**src/rtl/expr_pkg.sv**
```systemverilog
// expr_pkg: shared FSM state encoding and ASCII constants for the expression sequencer
package expr_pkg;

    typedef enum logic [1:0] {
        S_NUM,
        S_OP,
        S_ERR,
        S_OUT
    } state_t;

    localparam logic [7:0] CH_0   = 8'h30;
    localparam logic [7:0] CH_9   = 8'h39;
    localparam logic [7:0] CH_ADD = 8'h2B;
    localparam logic [7:0] CH_MUL = 8'h2A;
    localparam logic [7:0] CH_EQ  = 8'h3D;

endpackage

```
**src/rtl/expr_seq_char_class.sv**
```systemverilog
// char_class: combinational classifier of one ASCII character into digit/operator flags
module char_class
    import expr_pkg::*;
(
    input  logic [7:0] ch_i,
    output logic       is_digit_o,
    output logic       is_add_o,
    output logic       is_mul_o,
    output logic       is_eq_o,
    output logic [3:0] digit_o
);

    assign is_digit_o = (ch_i >= CH_0) && (ch_i <= CH_9);
    assign is_add_o   = ch_i == CH_ADD;
    assign is_mul_o   = ch_i == CH_MUL;
    assign is_eq_o    = ch_i == CH_EQ;
    // '0'..'9' are 0x30..0x39, so the low nibble is the digit value
    assign digit_o    = ch_i[3:0];

endmodule

```
**src/rtl/expr_seq.sv**
```systemverilog
// expr_seq: evaluates single-digit "a+b*c=" character streams with '*' binding tighter than '+'
module expr_seq
    import expr_pkg::*;
#(
    parameter int RES_W = 16
) (
    input  logic             clk,
    input  logic             clr_n,
    input  logic             in_valid,
    input  logic [7:0]       in_data,
    output logic             in_ready,
    output logic             out_valid,
    output logic [RES_W-1:0] out_result,
    output logic             out_error,
    input  logic             out_ready
);

    state_t           state_q, state_d;
    logic [RES_W-1:0] sum_q, sum_d, prod_q, prod_d, res_q, res_d;
    logic             err_q, err_d;
    logic             is_digit, is_add, is_mul, is_eq;
    logic [3:0]       digit;
    logic             beat;

    char_class u_class (
        .ch_i       (in_data),
        .is_digit_o (is_digit),
        .is_add_o   (is_add),
        .is_mul_o   (is_mul),
        .is_eq_o    (is_eq),
        .digit_o    (digit)
    );

    assign in_ready   = state_q != S_OUT;
    assign out_valid  = state_q == S_OUT;
    assign out_result = res_q;
    assign out_error  = err_q;
    assign beat       = in_valid && in_ready;

    // next state: sum holds completed terms, prod the term being built
    always_comb begin
        state_d = state_q;
        sum_d   = sum_q;
        prod_d  = prod_q;
        res_d   = res_q;
        err_d   = err_q;
        case (state_q)
            S_NUM: if (beat) begin
                if (is_digit) begin
                    prod_d  = prod_q * RES_W'(digit);
                    state_d = S_OP;
                end else if (is_eq) begin
                    res_d   = '0;
                    err_d   = 1'b1;
                    state_d = S_OUT;
                end else begin
                    state_d = S_ERR;
                end
            end
            S_OP: if (beat) begin
                if (is_add) begin
                    sum_d   = sum_q + prod_q;
                    prod_d  = RES_W'(1);
                    state_d = S_NUM;
                end else if (is_mul) begin
                    state_d = S_NUM;
                end else if (is_eq) begin
                    res_d   = sum_q + prod_q;
                    err_d   = 1'b0;
                    state_d = S_OUT;
                end else begin
                    state_d = S_ERR;
                end
            end
            S_ERR: if (beat && is_eq) begin
                res_d   = '0;
                err_d   = 1'b1;
                state_d = S_OUT;
            end
            default: if (out_ready) begin
                sum_d   = '0;
                prod_d  = RES_W'(1);
                state_d = S_NUM;
            end
        endcase
    end

    // state and datapath registers, cleared asynchronously
    always_ff @(posedge clk or negedge clr_n) begin
        if (!clr_n) begin
            state_q <= S_NUM;
            sum_q   <= '0;
            prod_q  <= RES_W'(1);
            res_q   <= '0;
            err_q   <= 1'b0;
        end else begin
            state_q <= state_d;
            sum_q   <= sum_d;
            prod_q  <= prod_d;
            res_q   <= res_d;
            err_q   <= err_d;
        end
    end

endmodule

```
**config.mk**
```make
export PLATFORM = sky130hd
export DESIGN_NAME = expr_seq
export DESIGN_NICKNAME = d
export VERILOG_FILES = /design/src/rtl/expr_pkg.sv /design/src/rtl/expr_seq_char_class.sv /design/src/rtl/expr_seq.sv
export SDC_FILE = /design/constraint.sdc
export NUM_CORES = 1
export LEC_CHECK = 0
export ABC_AREA = 1
export BUFFER_PORTS_ARGS = -buffer_cell sky130_fd_sc_hd__buf_4
export CAP_MARGIN = 10
export CORE_ASPECT_RATIO = 1.4
export CORE_UTILIZATION = 63
export DETAILED_ROUTE_END_ITERATION = 8
export PLACE_DENSITY = 0.79
export SLEW_MARGIN = 20
export SYNTH_ARGS = -nofsm -noshare
export SYNTH_HDL_FRONTEND = slang
export SYNTH_SLANG_ARGS = --single-unit
```
**constraint.sdc**
```tcl
create_clock -name clk -period 3.5 [get_ports clk]
set_input_delay 0.7 -clock clk [delete_from_list [all_inputs] [get_ports clk]]
set_output_delay 0.7 -clock clk [all_outputs]
set_load 0.03 [all_outputs]
```
==> results.yml, run 1 <==
status:
  outcome: "finished clean"
worst_setup_path:
  cp.arrival_ns: 3.46
  crit_path_frequent_cell: "nand2_1"
  end_kind: "flop"
  crit_family: "adder cells"
  crit_type: "input port to flop"
  path_buf_inv: 5
  critical_path.slowest_cell: "fa_1"
  crit_chain: "buf_4, nand2_1, inv_1, fa_1, inv_1, fa_1, inv_1, ha_1, nand2_1, inv_1, nand2_1, nand2_1, nor2_1, o21ai_0, nand2_1, nand2_1, o21ai_1"
  cp_max_fo: 17
  critPathLaunchType: "input port"
  worstPathRequired_ns: 3.76
  cpPeakStageDelay_ns: 0.53
pwr:
  power.leakage_nw: 3.32
  ir_worst_vdd_mv: 0.343
  p_per_area_nw_per_um2: 484
synthesis:
  yosys.area_share.simple_pct: 33.5
  ys.flop_type: "dfrtp_1"
  synthDistinctLibCells: 39
  yosys.area_share.xor_xnor_pct: 1.05
  ys_seq_elements: 51
  synth_top_area_share_pct: 25.0
  synth_top_area_cell: "dfrtp_1"
  synth_edf_count: 0
  synth_area_um2: 5000
  synth.avg_cell_area_um2: 6.54
  yosysWarnings: 0
  synth_compound_area_share_pct: 8.06
  async_flop_share_pct: 100
  seq_area_frac_synth_pct: 25.5
  syn_nets: 834
  synthTopCellsByCount: "nand2_1 (287), inv_1 (154), dfrtp_1 (50)"
  syn_inst: 765
  synthMuxAreaShare_pct: 0
  synthTopCellsByArea: "dfrtp_1 (25%), nand2_1 (22%), inv_1 (12%)"
  synthAdderAreaFrac_pct: 18.2
  synth_top_family_by_area: "simple AND/OR/NAND/NOR gates"
  post-synth-top-count-cell: "nand2_1"
clock_network:
  ctsHoldBuffers: 0
  path_clk_slew_ns: 0.11
  cts_setup_buffers: 0
  ctsLongestPathBuffers: 2
  cts-resized-gates: 0
  cts_tree: "yes"
  cts_root_buf: "clkbuf_8"
  clk-insertion-delay-late_ns: 0.32
  numCtsBuffers: 5
  cts.sinks: 51
  htreeDepth: 2
run:
  drv_cap: 0
sta:
  slew_headroom_pct: 55.6
  holdWs_ns: 0.406
  grt_setup_unrepaired: "no"
  setup_viol: 0
  fin_tns_setup_ns: 0
  clock.fmax_mhz: 313
  skew_ns: 0.0185
  period_share_pct: 91.3
  hold_viol: 0
  tightest_slew_ns: 0.666
  setup_ws_ns: 0.304
  maxSlewViolCount: 0
  min_period_ns: 3.20
global_routing:
  grt_pass1_vias: 4649
  grt_max_degree: 52
  grt_pass1_wl_mm: 20.5
  antenna_found_initial: 0
  track_usage_pct: 31.3
  grt-ovfl-total: 0
final_layout:
  nets: 857
  syn_to_final_growth_pct: 7.63
  fin_util_pct: 69.9
  drive_gt1_share_pct: 7.60
  final_cell_area_um2: 5380
  n_antenna_cell: 0
drt:
  wl_mm: 12.3
  first_pass_iters: 4
  remaining_drc_errors: 0
  vias: 4689
  initialDrtViolationCount: 245
  wl_per_cell_um: 13.8
  ant_nets: 0
  viasPerCell: 5.27
placed_design:
  place_area_um2: 5280
  globalplace.congestion: 0.904
  pre_cts_slack_ns: 0.00659
  portBuffers: 30
  dp_hpwl_mm: 9.57
die:
  die-area_um2: 8300
  core_um2: 7700
  ios: 31
  die_h_um: 107
  start_util_pct: 64.9
  core.rowCount: 38
  die_w_um: 77.3
min_path:
  hold_class: "input port to asynchronous set/reset pin"
## metrics by stage
stage / total power, mW / instances
floorplan: 1.82 / 765
global placement: 2.12 / 881
detailed placement: 2.18 / 881
CTS: 2.61 / 889
global route: 2.82 / 889
finish: 2.60 / 889
## cell usage in the layout, fill, tap and decap left out, types with 3 or more instances in the layout
| cell | Yosys | layout |
|---|---|---|
| inv_1 | 154 | 154 |
| fa_1 | 26 | 26 |
| dfrtp_1 | 50 | 50 |
| buf_4 | 3 | 31 |
| xnor2_1 | 5 | 5 |
| o31ai_1 | 3 | 3 |
| inv_2 | 7 | 7 |
| o21ai_1 | 9 | 9 |
| nand3_2 | 3 | 3 |
| nand3b_1 | 4 | 4 |
| clkbuf_8 | 0 | 5 |
| a21oi_1 | 25 | 25 |
| nor3_1 | 3 | 3 |
| nand3_1 | 48 | 48 |
| o21ai_0 | 25 | 25 |
| nor2_1 | 45 | 45 |
| nand2_1 | 287 | 287 |
| ha_1 | 31 | 31 |
| nor2_2 | 3 | 3 |
## final timing paths
check	startpoint	end	slack, ns	depth (start not counted)
max	in_data[3]	prod_q[9]	0.30	17
min	clr_n	out_result[13]	0.41	1
max reg2reg	prod_q[1]	prod_q[9]	0.36	16
min reg2reg	sum_q[2]	sum_q[2]	0.49	2
max in group asynchronous	clr_n	out_result[8]	2.64	1
min in group clk	sum_q[2]	sum_q[2]	0.49	2
## layer usage
layer	track usage, %	share of wire, %	vias to the layer above	wire [um]
met5	0	0	-	0
met4	13.9	3.7	0	449
met3	3.81	4.5	38	547
met2	58.3	52	119	6430
met1	35.4	39	2176	4840
li1	-	-	2356	-
## report_power, final
group          switching [mW]  internal [mW]
sequential              0.164          0.685
clock                   0.210          0.214
combinational           0.871          0.459
total                    1.24           1.36
## final cells by class
type                    instances  area [um^2]
multi-input cells             538         3040
fillers                       674         2320
flip-flops and latches         51         1280
inverters                     161          604
repair buffers                 31          233
well taps                     100          125
clock buffers                   7         76.3
clock inverters                 1         30.0
## registers in the layout, summed over array words and instances, names as in the netlist
register,count
out_result,16
prod_q,16
out_error,1
sum_q,16
state_q,2
## logic make-up after synthesis
| kind of cell | count (synthesis) |
|---|---|
| adder cells (fa/ha/maj) | 57 |
| buffers and inverters | 176 |
| XOR/XNOR | 6 |
| flip-flops | 51 |
| AO/OA/AOI/OAI | 70 |
| AND/OR/NAND/NOR | 405 |
Power figures use the tool's default switching activity.
==> inputs of run 2 (changes only) <==
--- a/config.mk
+++ b/config.mk
@@ -9,9 +9,9 @@
 export BUFFER_PORTS_ARGS = -buffer_cell sky130_fd_sc_hd__buf_4
 export CAP_MARGIN = 10
 export CORE_ASPECT_RATIO = 1.4
-export CORE_UTILIZATION = 63
+export CORE_UTILIZATION = 40
 export DETAILED_ROUTE_END_ITERATION = 8
-export PLACE_DENSITY = 0.79
+export PLACE_DENSITY = 0.53
 export SLEW_MARGIN = 20
 export SYNTH_ARGS = -nofsm -noshare
 export SYNTH_HDL_FRONTEND = slang
==> run 2 against run 1 <==
Effect of this change:
- non-clock buffer count rose by 1
- die area increased by 56%
- sequential cell count stayed put
- sequential share of layout area is 0.47 points lower
- global-route usage decreased by 9.9 points
- combinational power decreased by 3%
- core utilization shrank 25 points
- setup slack got worse by 0.059 ns
- critical path type unchanged
- critical endpoint is now prod_q[11]
- fmax fell by 1.8%
==> results.yml, run 2 (synthesis results as in run 1) <==
worst_setup_path:
  critPathLaunchType: "input port"
  crit_type: "input port to flop"
  crit_path_frequent_cell: "nand2_1"
  path_buf_inv: 5
  rr_startpoint: "prod_q[3]"
  worstPathRequired_ns: 3.72
  cp-startpoint: "in_data[3]"
  cp_max_fo: 17
  cp.arrival_ns: 3.48
  cpPeakStageDelay_ns: 0.54
  crit_chain: "buf_4, nand2_1, inv_1, fa_1, inv_1, fa_1, inv_1, ha_1, nand2_1, inv_1, nand2_1, nand2_1, nor2_1, o21bai_1, nand2_1, nand2_1, o21ai_1"
  end_kind: "flop"
  critical_path.slowest_cell: "fa_1"
  crit_family: "adder cells"
clock_network:
  clk-insertion-delay-late_ns: 0.30
  path_clk_slew_ns: 0.08
  cts-resized-gates: 0
  cts_setup_buffers: 0
  cts_tree: "yes"
  cts.sinks: 51
  numCtsBuffers: 5
  cts_root_buf: "clkbuf_16"
  ctsLongestPathBuffers: 2
  ctsHoldBuffers: 0
  htreeDepth: 2
placed_design:
  dp.cells: 932
  dp_hpwl_mm: 9.90
  globalplace.congestion: 0.948
  pre_cts_slack_ns: -0.0290
  portBuffers: 30
  place_area_um2: 5350
sta:
  maxSlewViolCount: 0
  slew_headroom_pct: 53.1
  setup_ws_ns: 0.245
  grt_setup_unrepaired: "no"
  period_share_pct: 93.0
  skew_ns: 0.00675
  clock.fmax_mhz: 307
  tightest_slew_ns: 0.704
  min_period_ns: 3.25
  hold_viol: 0
  setup_viol: 0
drt:
  remaining_drc_errors: 0
  first_pass_iters: 4
  initialDrtViolationCount: 181
  wl_mm: 12.5
  wl_per_cell_um: 13.3
  viasPerCell: 4.85
  vias: 4558
  ant_nets: 0
global_routing:
  grt_pass1_vias: 4594
  grt-ovfl-total: 0
  grt_max_degree: 52
  track_usage_pct: 21.4
  antenna_found_initial: 0
  grt_pass1_wl_mm: 21.5
die:
  ios: 31
  start_util_pct: 40.8
  die-area_um2: 13000
  die_h_um: 134
  die_w_um: 96.5
  core_um2: 12300
  core.rowCount: 48
pwr:
  power.leakage_nw: 3.34
  ir_worst_vdd_mv: 0.240
  p_total_mw: 2.65
  p_per_area_nw_per_um2: 482
final_layout:
  final_common_cell: "nand2_1"
  stdcell_count: 940
  final_cell_area_um2: 5490
  drive_gt1_share_pct: 7.85
  layout_common_cells: "nand2_1 (287), inv_1 (154), dfrtp_1 (50)"
  nets: 858
  syn_to_final_growth_pct: 9.81
  n_antenna_cell: 0
  n_fill_cell: 1360
  fin_util_pct: 44.8
status:
  outcome: "finished clean"
min_path:
  hold_class: "input port to asynchronous set/reset pin"
run:
  drv_cap: 0
==> run 2: changes by cell type in the layout (fill, tap and decap cells not counted) <==
cell and change:
buf_4 +1, inv_6 +1, clkinvlp_4 +1, clkbuf_8 -5, clkbuf_1 -1, bufinv_16 -1
clkbuf_16 +5
==> run 2: power breakdown <==
| part | total, mW | leakage (nW) | switching (mW) | internal, mW |
|---|---|---|---|---|
| clock | 0.510 | 0.0675 | 0.241 | 0.269 |
| combinational | 1.29 | 2.59 | 0.840 | 0.451 |
| sequential | 0.846 | 0.686 | 0.160 | 0.685 |
| total | 2.65 | 3.34 | 1.24 | 1.41 |
==> run 2: area by class of cell <==
| type | count | area [um^2] | area share, % |
|---|---|---|---|
| Clock buffer | 6 | 129 | 2.35 |
| Clock inverter | 2 | 16.3 | 0.296 |
| Inverter | 161 | 604 | 11.0 |
| Multi-Input combinational cell | 538 | 3040 | 55.3 |
| Sequential cell | 51 | 1280 | 23.3 |
| Tap cell | 150 | 188 | 3.42 |
| Timing Repair Buffer | 32 | 240 | 4.37 |
==> run 2: routing by layer <==
layer	vias to the layer above	share of wire, %	track usage [%]
li1	2359	-	-
met1	2127	44	25.7
met2	59	53	39.2
met3	13	1.9	2.15
met4	0	1.9	6.54
met5	-	0	0
==> run 2: stage by stage <==
stage | setup TNS [ns] | hold slack (ns)
floorplan | 0 | 0.404
global placement | -0.0185 | 0.462
detailed placement | -0.0432 | 0.470
CTS | 0 | 0.483
global route | 0 | 0.510
finish | 0 | 0.450
==> run 2: path summary, 6_finish.rpt <==
| kind | endpoint | slack (ns) | cells past startpoint |
|---|---|---|---|
| setup / recovery | prod_q[11] | 0.25 | 17 |
| hold / removal | prod_q[12] | 0.45 | 1 |
| setup reg to reg | prod_q[11] | 0.33 | 16 |
| hold reg to reg | sum_q[4] | 0.49 | 2 |
| max in group asynchronous | sum_q[5] | 2.59 | 1 |
| min in group clk | sum_q[4] | 0.49 | 2 |
==> inputs of run 3 (changes only) <==
--- a/config.mk
+++ b/config.mk
@@ -15,4 +15,5 @@
 export SLEW_MARGIN = 20
 export SYNTH_ARGS = -nofsm -noshare
 export SYNTH_HDL_FRONTEND = slang
+export SYNTH_HIERARCHICAL = 1
 export SYNTH_SLANG_ARGS = --single-unit
==> run 3 against run 2 <==
Effect of this change:
- first-iteration DRC count down 27%
- cell area shrank 0.52%
- non-clock buffer count is 6 higher
- sequential power grew 15%
- critical path depth down 1
==> results.yml, run 3 <==
synthesis:
  synth_area_um2: 4960
  yosysWarnings: 6
  synth_top_area_share_pct: 25.2
  synthDistinctLibCells: 36
  yosys.area_share.xor_xnor_pct: 0.353
  synth_edf_count: 0
  synth_top_family_by_area: "simple AND/OR/NAND/NOR gates"
  yosys.area_share.simple_pct: 32.8
  synthTopCellsByCount: "nand2_1 (285), inv_1 (151), dfrtp_1 (50)"
  syn_inst: 752
  synth_compound_area_share_pct: 8.72
  async_flop_share_pct: 100
  synthAdderAreaFrac_pct: 18.3
  syn_nets: 821
  ys.flop_type: "dfrtp_1"
  ys_seq_elements: 51
  synth.avg_cell_area_um2: 6.60
  synthTopCellsByArea: "dfrtp_1 (25%), nand2_1 (22%), inv_1 (11%)"
  synthMuxAreaShare_pct: 0
  seq_area_frac_synth_pct: 25.7
  synth_top_area_cell: "dfrtp_1"
  post-synth-top-count-cell: "nand2_1"
clock_network:
  cts-resized-gates: 0
  ctsHoldBuffers: 0
  path_clk_slew_ns: 0.07
  htreeDepth: 2
  numCtsBuffers: 5
  cts_tree: "yes"
  cts.sinks: 51
  ctsLongestPathBuffers: 2
  cts_setup_buffers: 0
  clk-insertion-delay-late_ns: 0.30
  cts_root_buf: "clkbuf_16"
sta:
  maxSlewViolCount: 0
  clock.fmax_mhz: 310
  holdWs_ns: 0.446
  min_period_ns: 3.23
  skew_ns: 0.00719
  setup_ws_ns: 0.274
  hold_viol: 0
  grt_setup_unrepaired: "no"
  tightest_slew_ns: 0.695
  setup_viol: 0
  slew_headroom_pct: 53.7
  period_share_pct: 92.2
final_layout:
  layout_common_cells: "nand2_1 (285), inv_1 (151), dfrtp_1 (50)"
  drive_gt1_share_pct: 8.32
  fin_util_pct: 45.8
  seqCellArea_um2: 1280
  final_common_cell: "nand2_1"
  n_fill_cell: 1272
  n_antenna_cell: 0
  stdcell_count: 928
  nets: 849
  final_cell_area_um2: 5460
  multi_input_area_um2: 2990
  syn_to_final_growth_pct: 10.1
drt:
  viasPerCell: 4.85
  initialDrtViolationCount: 133
  wl_mm: 12.6
  ant_nets: 0
  remaining_drc_errors: 0
  wl_per_cell_um: 13.6
  first_pass_iters: 4
  vias: 4499
worst_setup_path:
  crit_path_frequent_cell: "nand2_1"
  crit_chain: "buf_4, nand2_1, inv_1, fa_1, inv_1, fa_1, inv_1, ha_1, a21oi_1, nand2_1, nand2_1, nand2_1, nand2_1, nand3b_1, nand3_1, nand2_1"
  end_kind: "flop"
  crit_type: "input port to flop"
  path_buf_inv: 4
  crit_family: "adder cells"
  cp.arrival_ns: 3.42
  cpPeakStageDelay_ns: 0.53
  worstPathRequired_ns: 3.69
  critPathLaunchType: "input port"
  critical_path.slowest_cell: "fa_1"
  cp_max_fo: 14
global_routing:
  antenna_found_initial: 0
  grt_pass1_vias: 4708
  grt-ovfl-total: 0
  grt_pass1_wl_mm: 21.7
  grt_max_degree: 52
  track_usage_pct: 21.9
placed_design:
  pre_cts_slack_ns: -0.0307
  portBuffers: 30
  globalplace.congestion: 0.884
  dp_hpwl_mm: 10.0
  place_area_um2: 5320
  dp.cells: 920
pwr:
  power.leakage_nw: 3.35
  p_per_area_nw_per_um2: 612
  ir_worst_vdd_mv: 0.237
die:
  die_w_um: 96.1
  ios: 31
  core.rowCount: 47
  start_util_pct: 41.6
  die_h_um: 134
  core_um2: 11900
  die-area_um2: 12900
min_path:
  hold_class: "input port to asynchronous set/reset pin"
run:
  drv_cap: 0
status:
  outcome: "finished clean"
-- run 3: worst paths after layout --
path | startpoint | endpoint | slack, ns | cells after the start
max | in_data[3] | prod_q[14] | 0.27 | 16
min | clr_n | out_result[14] | 0.45 | 1
max reg2reg | prod_q[2] | prod_q[14] | 0.34 | 15
min reg2reg | out_result[15] | out_result[15] | 0.48 | 2
max in group asynchronous | clr_n | sum_q[5] | 2.60 | 1
min in group clk | out_result[15] | out_result[15] | 0.48 | 2
-- run 3: per-layer routing --
layer  share of wire [%]  routed length, um  vias to the layer above  track usage [%]
met5                   0                  0                        -                0
met4                 1.4                174                        0             7.13
met3                 1.8                232                       12             2.32
met2                  54               6810                       45             40.8
met1                  43               5430                     2097             25.5
li1                    -                  -                     2345                -
-- run 3: metrics by stage --
step / total power, mW / setup TNS [ns]
6_report: 3.35 / 0
5_1_grt: 3.71 / 0
4_1_cts: 3.39 / 0
3_5_place_dp: 2.86 / -0.0609
3_3_place_gp: 2.82 / -0.00555
2_1_floorplan: 2.34 / 0
-- run 3: power breakdown --
part | switching [mW] | total (mW) | internal, mW | leakage, nW
sequential | 0.220 | 0.976 | 0.755 | 0.693
clock | 0.251 | 0.518 | 0.267 | 0.0740
combinational | 1.22 | 1.85 | 0.635 | 2.59
-- run 3: final cells by class --
| type | instances | share of cell area (%) |
|---|---|---|
| Tap cell | 147 | 3.37 |
| Timing Repair Buffer | 38 | 5.22 |
| Sequential cell | 51 | 23.4 |
| Clock inverter | 3 | 0.344 |
| Multi-Input combinational cell | 528 | 54.7 |
| Inverter | 156 | 10.7 |
| Clock buffer | 5 | 2.29 |
-- run 3: worst reg2reg max path, cell delays in order, from the launching register on --
cell	delay (ns)
dfrtp_1	0.47
nand2_1	0.11
inv_1	0.06
fa_1	0.53
inv_1	0.06
fa_1	0.53
inv_1	0.04
ha_1	0.35
a21oi_1	0.23
nand2_1	0.12
nand2_1	0.09
nand2_1	0.13
nand2_1	0.12
nand3b_1	0.08
nand3_1	0.09
nand2_1	0.05
-- run 3: cells by family after synthesis --
logic type / Yosys count
AOI/OAI and AO/OA: 72
xor gates and xnor gates: 2
adders and majority gates: 57
buffers and inverters: 173
DFF: 51
and+or+nand+nor: 397
